### src/rtl/fetch_stage.sv
// Instruction fetch: issues in-order imem requests, buffers returned words, tracks sequential PCs.
// Redirect flushes the buffer and discards in-flight responses. Stall holds the buffer head.
module fetch_stage #(
    parameter logic [31:0] RESET_PC        = 32'h0000_0000,
    parameter int          FIFO_DEPTH      = 2,
    parameter int          MAX_OUTSTANDING = 2
) (
    input  logic        clk,
    input  logic        rst,
    input  logic        stall,
    input  logic        redirect,
    input  logic [31:0] redirect_pc,
    output logic        imem_req,
    output logic [31:0] imem_addr,
    input  logic        imem_gnt,
    input  logic        imem_rvalid,
    input  logic [31:0] imem_rdata,
    output logic [31:0] instruction,
    output logic [31:0] pc,
    output logic [31:0] pc_plus4,
    output logic        instr_valid
);
    localparam int OW = $clog2(MAX_OUTSTANDING + 1);
    localparam int CW = $clog2(FIFO_DEPTH + 1);
    localparam int PW = $clog2(FIFO_DEPTH);
    localparam logic [31:0] NOP = 32'h0000_0013;

    logic [31:0]   fetch_pc_q, fetch_pc_d;
    logic [31:0]   head_pc_q, head_pc_d;
    logic [OW-1:0] outst_q, outst_d;
    logic [OW-1:0] drop_q, drop_d;
    logic [CW-1:0] count_q, count_d;
    logic [PW-1:0] wr_ptr_q, wr_ptr_d;
    logic [PW-1:0] rd_ptr_q, rd_ptr_d;
    logic [31:0]   mem_q [FIFO_DEPTH];
    logic          grant, push, pop, fifo_nempty;
    logic [31:0]   occupancy;

    assign fifo_nempty = (count_q != '0);
    assign pop         = fifo_nempty && !stall && !redirect;
    assign push        = imem_rvalid && (drop_q == '0) && !redirect;
    assign grant       = imem_req && imem_gnt;

    // Buffered plus live in-flight words; a pop this cycle frees a slot before any new response lands.
    always_comb begin
        occupancy = 32'(count_q) + 32'(outst_q) - 32'(drop_q);
        imem_req  = rst && !redirect
                 && (32'(outst_q) < 32'(MAX_OUTSTANDING))
                 && (occupancy < 32'(FIFO_DEPTH) + 32'(pop));
    end

    always_comb begin
        fetch_pc_d = fetch_pc_q;
        head_pc_d  = head_pc_q;
        outst_d    = outst_q;
        drop_d     = drop_q;
        count_d    = count_q;
        wr_ptr_d   = wr_ptr_q;
        rd_ptr_d   = rd_ptr_q;
        if (redirect) begin
            fetch_pc_d = redirect_pc;
            head_pc_d  = redirect_pc;
            outst_d    = outst_q - OW'(imem_rvalid);
            drop_d     = outst_q - OW'(imem_rvalid);
            count_d    = '0;
            wr_ptr_d   = '0;
            rd_ptr_d   = '0;
        end else begin
            if (grant) begin
                fetch_pc_d = fetch_pc_q + 32'd4;
            end
            outst_d = outst_q + OW'(grant) - OW'(imem_rvalid);
            if (imem_rvalid && (drop_q != '0)) begin
                drop_d = drop_q - OW'(1);
            end
            if (push) begin
                wr_ptr_d = wr_ptr_q + PW'(1);
            end
            if (pop) begin
                rd_ptr_d  = rd_ptr_q + PW'(1);
                head_pc_d = head_pc_q + 32'd4;
            end
            count_d = count_q + CW'(push) - CW'(pop);
        end
    end

    always_ff @(posedge clk or negedge rst) begin
        if (!rst) begin
            fetch_pc_q <= RESET_PC;
            head_pc_q  <= RESET_PC;
            outst_q    <= '0;
            drop_q     <= '0;
            count_q    <= '0;
            wr_ptr_q   <= '0;
            rd_ptr_q   <= '0;
        end else begin
            fetch_pc_q <= fetch_pc_d;
            head_pc_q  <= head_pc_d;
            outst_q    <= outst_d;
            drop_q     <= drop_d;
            count_q    <= count_d;
            wr_ptr_q   <= wr_ptr_d;
            rd_ptr_q   <= rd_ptr_d;
        end
    end

    always_ff @(posedge clk) begin
        if (push) begin
            mem_q[wr_ptr_q] <= imem_rdata;
        end
    end

    assign imem_addr   = fetch_pc_q;
    assign instr_valid = fifo_nempty;
    assign instruction = fifo_nempty ? mem_q[rd_ptr_q] : NOP;
    assign pc          = head_pc_q;
    assign pc_plus4    = head_pc_q + 32'd4;

endmodule

### config.mk
export PLATFORM = sky130hd
export DESIGN_NAME = fetch_stage
export DESIGN_NICKNAME = d
export VERILOG_FILES = /design/src/rtl/fetch_stage.sv
export SDC_FILE = /design/constraint.sdc
export NUM_CORES = 1
export LEC_CHECK = 0
export CAP_MARGIN = 20
export CORE_ASPECT_RATIO = 0.7
export CORE_MARGIN = 3
export CORE_UTILIZATION = 44
export DETAILED_ROUTE_END_ITERATION = 12
export PLACE_DENSITY_LB_ADDON = 0.1
export SLEW_MARGIN = 15
export SYNTH_ARGS = -nofsm -noshare
export SYNTH_HDL_FRONTEND = slang
export SYNTH_SLANG_ARGS = --single-unit
### constraint.sdc
create_clock -name clk -period 3.2 [get_ports clk]
set_input_delay 0.8 -clock clk [delete_from_list [all_inputs] [get_ports clk]]
set_output_delay 0.8 -clock clk [all_outputs]
set_load 0.02 [all_outputs]
After elaboration in Yosys (flattened, before gate mapping) --
Memories as Yosys holds them, arrays and structs flattened. Index checks and enable logic that the tools add are counted.
Cells by class: bitwise operators 0, shift operators 0, divide/modulo/power cells 0, muxes and demuxes 15, order comparisons 2, reductions and logical operators 18, eq/ne operators 0, $mul 0, add/sub/neg operators 13
Operators by type and width (count):
- two-way mux 32 bit | 5
- adder 32 x 3 -> 32 bit, second input constant | 2
- < comparator 32 x 3 -> 1 bit | 1
- nonzero test 2 bit | 6
- logical AND 1 bit | 9
- two-way mux 2 bit | 4
- two-way mux 1 bit | 6
- subtractor 2 x 1 -> 2 bit | 3
- adder 2 x 1 -> 2 bit | 2
- subtractor 3 x 2 -> 4 bit | 1
- adder 2 x 1 -> 3 bit, first input constant | 1
- adder 2 x 2 -> 3 bit | 1
- adder 1 bit, second input constant | 2
- zero test 1 bit | 2
- zero test 2 bit | 1
- < comparator 2 bit, second input constant | 1
- subtractor 2 x 1 -> 2 bit, second input constant | 1
Storage, ports and cells: memory bits (writable) 64, memories kept 1, ROM bits 0, bits in latches 0, bits in registers 72, output and inout bits 130
Memories:
- mem_q | depth 2, width 32, read ports 1, clocked after memory_dff 0, wr ports 1, RTL line 35 | logic [31:0] mem_q [FIFO_DEPTH];

Depth between registers and ports, before layout --
Gate-level depths: netlist of the first run.
word-level depth 10, depth in mapped cells 17, mapped depth without buffers 15

Worst setup path after synthesis of the first run --
OpenSTA, ideal clock, no wires.
kind register -> register, from register outst_q[1], to register outst_q[1], cell stages (with the launch flop) 15, arrival 3.464 ns, slack -0.343 ns, buffers on the path 2, cells stage by stage dfrtp_1 fa_1 fa_1 xnor2_1 a311oi_2 and2_1 buf_6 inv_4 buf_2 ha_1 inv_1 ha_1 xnor2_1 o21ai_0 xor2_1
On the way: cells in the longest elaborated chain, start to end 8
Ends and longest elaborated chain:
- start: declaration | RTL line 30 | logic [OW-1:0] outst_q, outst_d;
- start signal: assignment | RTL line 99 | outst_q <= outst_d;
- adder 2 x 2 -> 3 bit | RTL line 46 | occupancy = 32'(count_q) + 32'(outst_q) - 32'(drop_q);
- subtractor 3 x 2 -> 4 bit | RTL line 46
- < comparator 32 x 3 -> 1 bit | RTL line 49 | && (occupancy < 32'(FIFO_DEPTH) + 32'(pop));
- logical AND 1 bit | RTL line 49
- logical AND 1 bit | RTL line 42 | assign grant = imem_req && imem_gnt;
- adder 2 x 1 -> 2 bit | RTL line 72 | outst_d = outst_q + OW'(grant) - OW'(imem_rvalid);
- subtractor 2 x 1 -> 2 bit | RTL line 72
- two-way mux 2 bit (*) | RTL line 60 | if (redirect) begin
- named net outst_d[1] | RTL line 30
Mark *: on every way through the listed nets, which the timed path passes. The rest lies on a longest branch. A chain may end at the register's enable or synchronous reset.

Final worst setup path of the first run --
from register drop_q[0], to output imem_req
On the way: cells in the longest elaborated chain, start to end 3
Ends and longest elaborated chain:
- start: declaration | RTL line 31 | logic [OW-1:0] drop_q, drop_d;
- start signal: assignment | RTL line 100 | drop_q <= drop_d;
- subtractor 3 x 2 -> 4 bit | RTL line 46
- < comparator 32 x 3 -> 1 bit | RTL line 49
- logical AND 1 bit | RTL line 49
- end: declaration | RTL line 13 | output logic imem_req,
No other way between the ends.

==> results of run 1 <==
[per-layer routing]
| metal | global-route usage [%] | share of wire [%] | vias to the layer above |
|---|---|---|---|
| met5 | 0 | 0 | - |
| met4 | 5.78 | 1.1 | 0 |
| met3 | 6.68 | 7.7 | 17 |
| met2 | 34.7 | 44 | 214 |
| met1 | 36.4 | 47 | 2913 |
| li1 | - | - | 2858 |
[repair_timing]
action                                 4_1_cts  5_1_grt
buffers inserted                             0        2
cloned                                       0        0
resized for setup                           31       17
pin swaps                                    0        9
endpoints found under the hold margin        0        0
setup endpoints to repair                   20       20
[power by group]
group | leakage (nW) | switching (mW) | internal (mW)
combinational | 2.13 | 1.14 | 1.06
clock | 0.266 | 0.844 | 1.02
sequential | 1.44 | 0.152 | 2.00
total | 3.83 | 2.14 | 4.08
[layout by cell type (no fill, tap or decap), types with 3 or more instances in the layout]
master           count
ha_4                 4
xor2_1              23
inv_6                6
clkinv_4             4
nor2_1              55
a21oi_1             15
o211ai_1             8
or3_1                5
dfrtp_1             71
clkbuf_16           17
nand4_1             22
nand2_1             63
a31oi_1              3
nor4_1               8
and3_1               9
inv_1               23
a221o_1              5
mux2_2               5
ha_1                 7
buf_4               56
nand2b_1             5
o21ai_0             31
a21boi_0             4
dlygate4sd2_1       17
edfxtp_1            64
nand3_1             32
a21o_1               6
xnor2_1             46
and4_1               4
nor3_1              14
o311ai_0             5
o31a_1               5
clkinvlp_4           3
and2_1               5
or4_1                3
clkdlybuf4s50_1    175
mux2i_1             32
[worst max-delay path, cell delays in order, from the launching register on]
cell	delay, ns
dfrtp_1	0.42
ha_4	0.27
inv_1	0.05
ha_4	0.16
fa_2	0.42
xnor2_2	0.15
a31oi_1	0.13
nand2_1	0.11
nor4b_2	0.23
buf_4	0.18
[layout make-up]
type / count / area [µm²]
multi-input combinational: 462 / 3150
tap: 195 / 244
clock buffer: 17 / 425
clock inverter: 15 / 133
sequential: 136 / 3720
timing repair buffer: 255 / 2390
antenna: 1 / 2.50
fill: 1200 / 4960
inverter: 28 / 110
[registers in the layout, indices dropped and copies added (netlist names)]
signal	count
pc	32
drop_q	2
count_q	2
wr_ptr_q	1
outst_q	2
rd_ptr_q	1
imem_addr	32
mem_q	64
[cell families after synthesis]
kind of cell	count (synthesis)	synth area share (%)
xor+xnor	71	8.85
fa+ha+maj	13	2.53
mux	37	5.36
compound gates	97	9.28
flops	136	53.0
buf+inv	66	3.99
simple gates	244	17.0
[path summary, 6_finish.rpt]
path	startpoint	endpoint	slack, ns	cells past startpoint
worst min register to register	imem_addr[1]	imem_addr[1]	0.53	2
worst max register to register	drop_q[0]	outst_q[1]	0.10	15
min in group clk	imem_addr[1]	imem_addr[1]	0.53	2
worst min-delay path	rst	outst_q[0]	0.18	1
worst max-delay path	drop_q[0]	imem_req	-0.16	9
max in group asynchronous	rst	rd_ptr_q	1.84	2
==> metrics.md, run 1 <==
| Metric | Value |
|---|---|
| Synth Register Bits | 136 |
| Worst rel slew slack | 34.3% |
| Layout Cells excl Fill | roughly 1100 |
| Max-cap violations | 0 |
| Global-route wire length before repair | 32700 µm |
| Post-synth top area share | between 20% and 30% |
| Post-Place Cells | 1075 |
| Number of synthesized flops with an enable pin | 64 |
| Crit path max fanout | 3 |
| Dominant synthesized flop cell | dfrtp_1 |
| NumNets Final | a little under 1000 |
| Drt first pass iters | 4 |
| Hold crit path type | in2async |
| PD cells | 611 nW/µm² |
| Via density per instance | approximately 5.4 |
| Row cnt | 37 |
| Utilization after layout | 67.2% |
| # hold bufs at CTS | 0 |
| # H-tree levels | 4 |
| Final hold slack | 0.183 ns |
| Run status | complete, but fails checks |
| Leak | about 3.8 nW |
| Worst setup margin | -0.155 ns |
| Hpwl dp | around 16000 µm |
| Die width | 157 µm |
| Synth Net Count | 747 |
| Vias after detailed routing | 6002 |
| CTS Buf Count | 17 |
| Register area share after synthesis | 53.0% |
| Count leader, synth | dfrtp_1 |
| Startpoint types | flop |
| Highest Clock Rate | approximately 0.30 GHz |
| TritonCTS Sinks | 136 |
| Routed WL per cell | 19.1 µm |
| Tot Pwr | between 6 and 7 mW |
| CTS clk-pin slew, worst paths | roughly 0.060 ns |
| DP Area | 9560 µm² |
| CTS tree | done |
| Gpl congestion | 0.884 |
| Area delta synth->final | 44.9% |
| Setup tns final | -0.155 ns |
| Crit share post-route | 105% |
| Mapped Cells | 664 |
| Max-slew violation count | 0 |
| DRC | 0 |
| Antenna violations before repair | 1 |
| Placement Setup Slack | -0.283 ns |
| Worst skew pair latency | 0.43 ns |
| Warnings, synthesis | 0 |
| Kind of end point of the critical path | primary output |
| Deepest clock path buffer count | 2 |
| DR iter-0 viols | 644 |
| Synth top area cells | edfxtp_1, dfrtp_1, xnor2_1, mux2i_1, nand2_1 |
| Critical path class | reg2out |
| Final hold vios | 0 |
| Syn Area/Cell | 10.6 µm² |
| Final setup violation count | 1 |
| Design Area, Final | a little over 10000 µm² |
| Peak VDD IR | 355 µV |
| Synthesized cell area | 7020 µm² |
| Ports | 200 |
| Worst EP arrival | 2.56 ns |
| Port Buffers | 199 |
| Initial cell density of the core | 46.4% |
| Failing checks | negative setup slack |
| Largest net degree at the start of global routing | 75 |
| Core area | between 15000 and 20000 µm² |
| ANT nets after route | 0 |
| Layout cells sized above 1 | 14.2% |
| Total gr overflow | 0 |
| Full die area | 17500 µm² |
| Slew @ Worst Pin | 0.983 ns |
| Die Height | between 100 and 150 µm |
| Vias in the first global route | 5868 |
| Synth async-reset ratio | 52.9% |
| CP required | 2.40 ns |
| Area leader, netlist | edfxtp_1 |
| Top cells by count, synth | dfrtp_1, edfxtp_1, nand2_1 |
| Total track usage | between 20 and 25% |
| CTS root buf | clkbuf_16 |
| Netlist cell types | 52 |
| Unrepaired setup endpoints after global routing | true |
| Post-layout min period | about 3.4 ns |
| Sum of routed wire length over all layers | 21200 µm |
| Post-route clock skew | roughly 0.010 ns |
(Power assumes the default switching activity.)
==> run 2, diff against run 1 <==
CORE_MARGIN = 2   (was 3)
==> run 2 against run 1 <==
The run still ends with negative setup slack left. Via count rose by 0.93%. Clock power barely moved. Clock skew rose by 0.0021 ns. Count of clock-buffer cells in the layout rose by 1. Non-clock buffer count fell by 1. Power fell by 0.28%. Design area fell by 0.25%. Maximum frequency barely moved. Hold slack got worse by 0.0024 ns. Wire length fell by 1.7%.
==> metrics.md, run 2 (synthesized netlist as in run 1, its figures left out) <==
| Metric | Value |
|---|---|
| Die Height | roughly 110 µm |
| DP Area | 9540 µm² |
| Routed WL per cell | 18.7 µm |
| CTS tree | done |
| Die width | approximately 160 µm |
| Utilization after layout | 65.3% |
| Post-Place Cells | 1078 |
| Switching power total | 2.03 mW |
| Max reg flops | 64 |
| Largest net degree at the start of global routing | 76 |
| Via density per instance | ~5.4 |
| DR iter-0 viols | between 400 and 500 |
| Net Sw Frac | between 30% and 40% |
| Unrepaired setup endpoints after global routing | true |
| Crit-path cells | inv_2 > fa_1 > fa_2 > xnor2_2 > a31oi_1 > nand2_1 > nor4b_2 > buf_4 |
| Row cnt | 38 |
| Kind of end point of the critical path | primary output |
| DRC | 0 |
| TritonCTS Sinks | 136 |
| Hold crit path type | in2async |
| Worst setup margin | -0.158 ns |
| Core area | about 16000 µm² |
| Crit share post-route | 105% |
| Post-layout min period | 3.36 ns |
| Total track usage | 24.5% |
| Total gr overflow | 0 |
| Critical path class | reg2out |
| # H-tree levels | 4 |
| Sum of routed wire length over all layers | 20900 µm |
| PD cells | 611 nW/µm² |
| R2R cell count | 15 |
| Slew @ Worst Pin | 0.934 ns |
| Global-route wire length before repair | between 30000 and 40000 µm |
| Worst skew pair latency | 0.42 ns |
| Port Buffers | 199 |
| Antenna violations before repair | 2 |
| Final hold vios | 0 |
| Peak VDD IR | 469 µV |
| Slowest CP cell | fa_1 |
| Reg power frac | 34.6% |
| Vias in the first global route | 5690 |
| Combinational Power Share | 35.1% |
| Hpwl dp | about 15000 µm |
| Clock power frac | 30.3% |
| Initial cell density of the core | 45.2% |
| CTS root buf | clkbuf_16 |
| Vias after detailed routing | 6058 |
| Layout cells sized above 1 | a little over an eighth |
| Max-slew violation count | 0 |
| Tot Pwr | ~6.2 mW |
| CP required | 2.40 ns |
| CTS clk-pin slew, worst paths | 0.06 ns |
| CP max stage delay | 0.52 ns |
| Run status | complete, but fails checks |
| ANT nets after route | 0 |
| Failing checks | negative setup slack |
| Worst EP arrival | approximately 2.6 ns |
| Startpoint types | flop |
| Largest Register | mem_q |
| Ports | 200 |
| CTS Buf Count | 17 |
| Most frequent cells in the layout | clkdlybuf4s50_1, dfrtp_1, edfxtp_1 |
| Area delta synth->final | 44.5% |
| Max-cap violations | 0 |
| Highest Clock Rate | 0.298 GHz |
| Leak | 3.88 nW |
| Worst rel slew slack | 37.7% |
| Design Area, Final | 10200 µm² |
| Crit path max fanout | 3 |
| Gpl congestion | 0.844 |
| NumNets Final | 982 |
| Internal power | ~4.2 mW |
| Most common cell after layout, fill and taps aside | clkdlybuf4s50_1 |
| Layout Cells excl Fill | 1113 |
| Deepest clock path buffer count | 2 |
| Full die area | 17000 µm² |
| # hold bufs at CTS | 0 |
| Post-route clock skew | 0.0124 ns |
| Final setup violation count | 1 |
| Drt first pass iters | 5 |
[run 2: cell count changes in the layout (fill, tap and decap cells not counted), sizes merged, moves of 2 or more]
cell,change
inv,-6
dlygate4sd2,-7
dlymetal6s2s,+7
clkbuf,+2
bufinv,+2
[run 2: critical path, delay by kind of cell (launching register included)]
family,cells,cell delay (ns)
AO/OA/AOI/OAI,1,0.15
XOR/XNOR,1,0.15
adder cells (fa/ha/maj),2,0.92
buffers and inverters,2,0.24
flip-flops,1,0.36
AND/OR/NAND/NOR,2,0.34
[run 2: layer usage]
layer,vias up,track usage [%],share of wire (%)
met5,-,0,0.048
met4,2,8.53,1.5
met3,33,6.11,7.0
met2,224,34.4,42
met1,2944,36.8,49
li1,2855,-,-
[run 2: what timing repair did]
| item | in CTS | in global routing |
|---|---|---|
| resized for setup | 18 | 27 |
| buffers inserted | 0 | 2 |
| pin swaps | 0 | 1 |
| endpoints found under the setup margin | 19 | 21 |
| endpoints found under the hold margin | 0 | 0 |
[run 2: power by group through the flow]
stage                     Clock, mW  Sequential (mW)  Combinational (mW)
after CTS                      1.91             2.14                2.15
after detailed placement          0             2.17                2.15
final                          1.88             2.14                2.18
after global routing           1.97             2.16                2.34
after global placement            0             2.16                2.09
after floorplan                   0             2.28                1.01
[run 2: final cells by class]
| cell class | count | area (µm²) |
|---|---|---|
| flip-flops and latches | 136 | 3730 |
| multi-input cells | 462 | 3100 |
| fillers | 1230 | 5390 |
| well taps | 200 | 250 |
| clock buffers | 18 | 429 |
| clock inverters | 13 | 130 |
| inverters | 28 | 108 |
| repair buffers | 254 | 2410 |
| diodes | 2 | 5.00 |
[run 2: worst paths after layout]
| check | start | endpoint | slack (ns) |
|---|---|---|---|
| hold reg to reg | imem_addr[1] | imem_addr[1] | 0.53 |
| hold / removal | rst | outst_q[0] | 0.18 |
| setup / recovery | drop_q[1] | imem_req | -0.16 |
| setup reg to reg | drop_q[1] | outst_q[1] | 0.10 |
| min in group clk | imem_addr[1] | imem_addr[1] | 0.53 |
| max in group asynchronous | rst | pc[17] | 1.84 |
[run 2: per-stage QoR]
stage	hold slack, ns	worst slack (ns)	TNS, ns
floorplan	0.504	-0.0656	-0.105
global placement	0.512	-0.279	-0.279
detailed placement	0.524	-0.258	-0.258
CTS	0.165	-0.232	-1.26
global route	0.163	-0.278	-0.287
finish	0.181	-0.158	-0.158
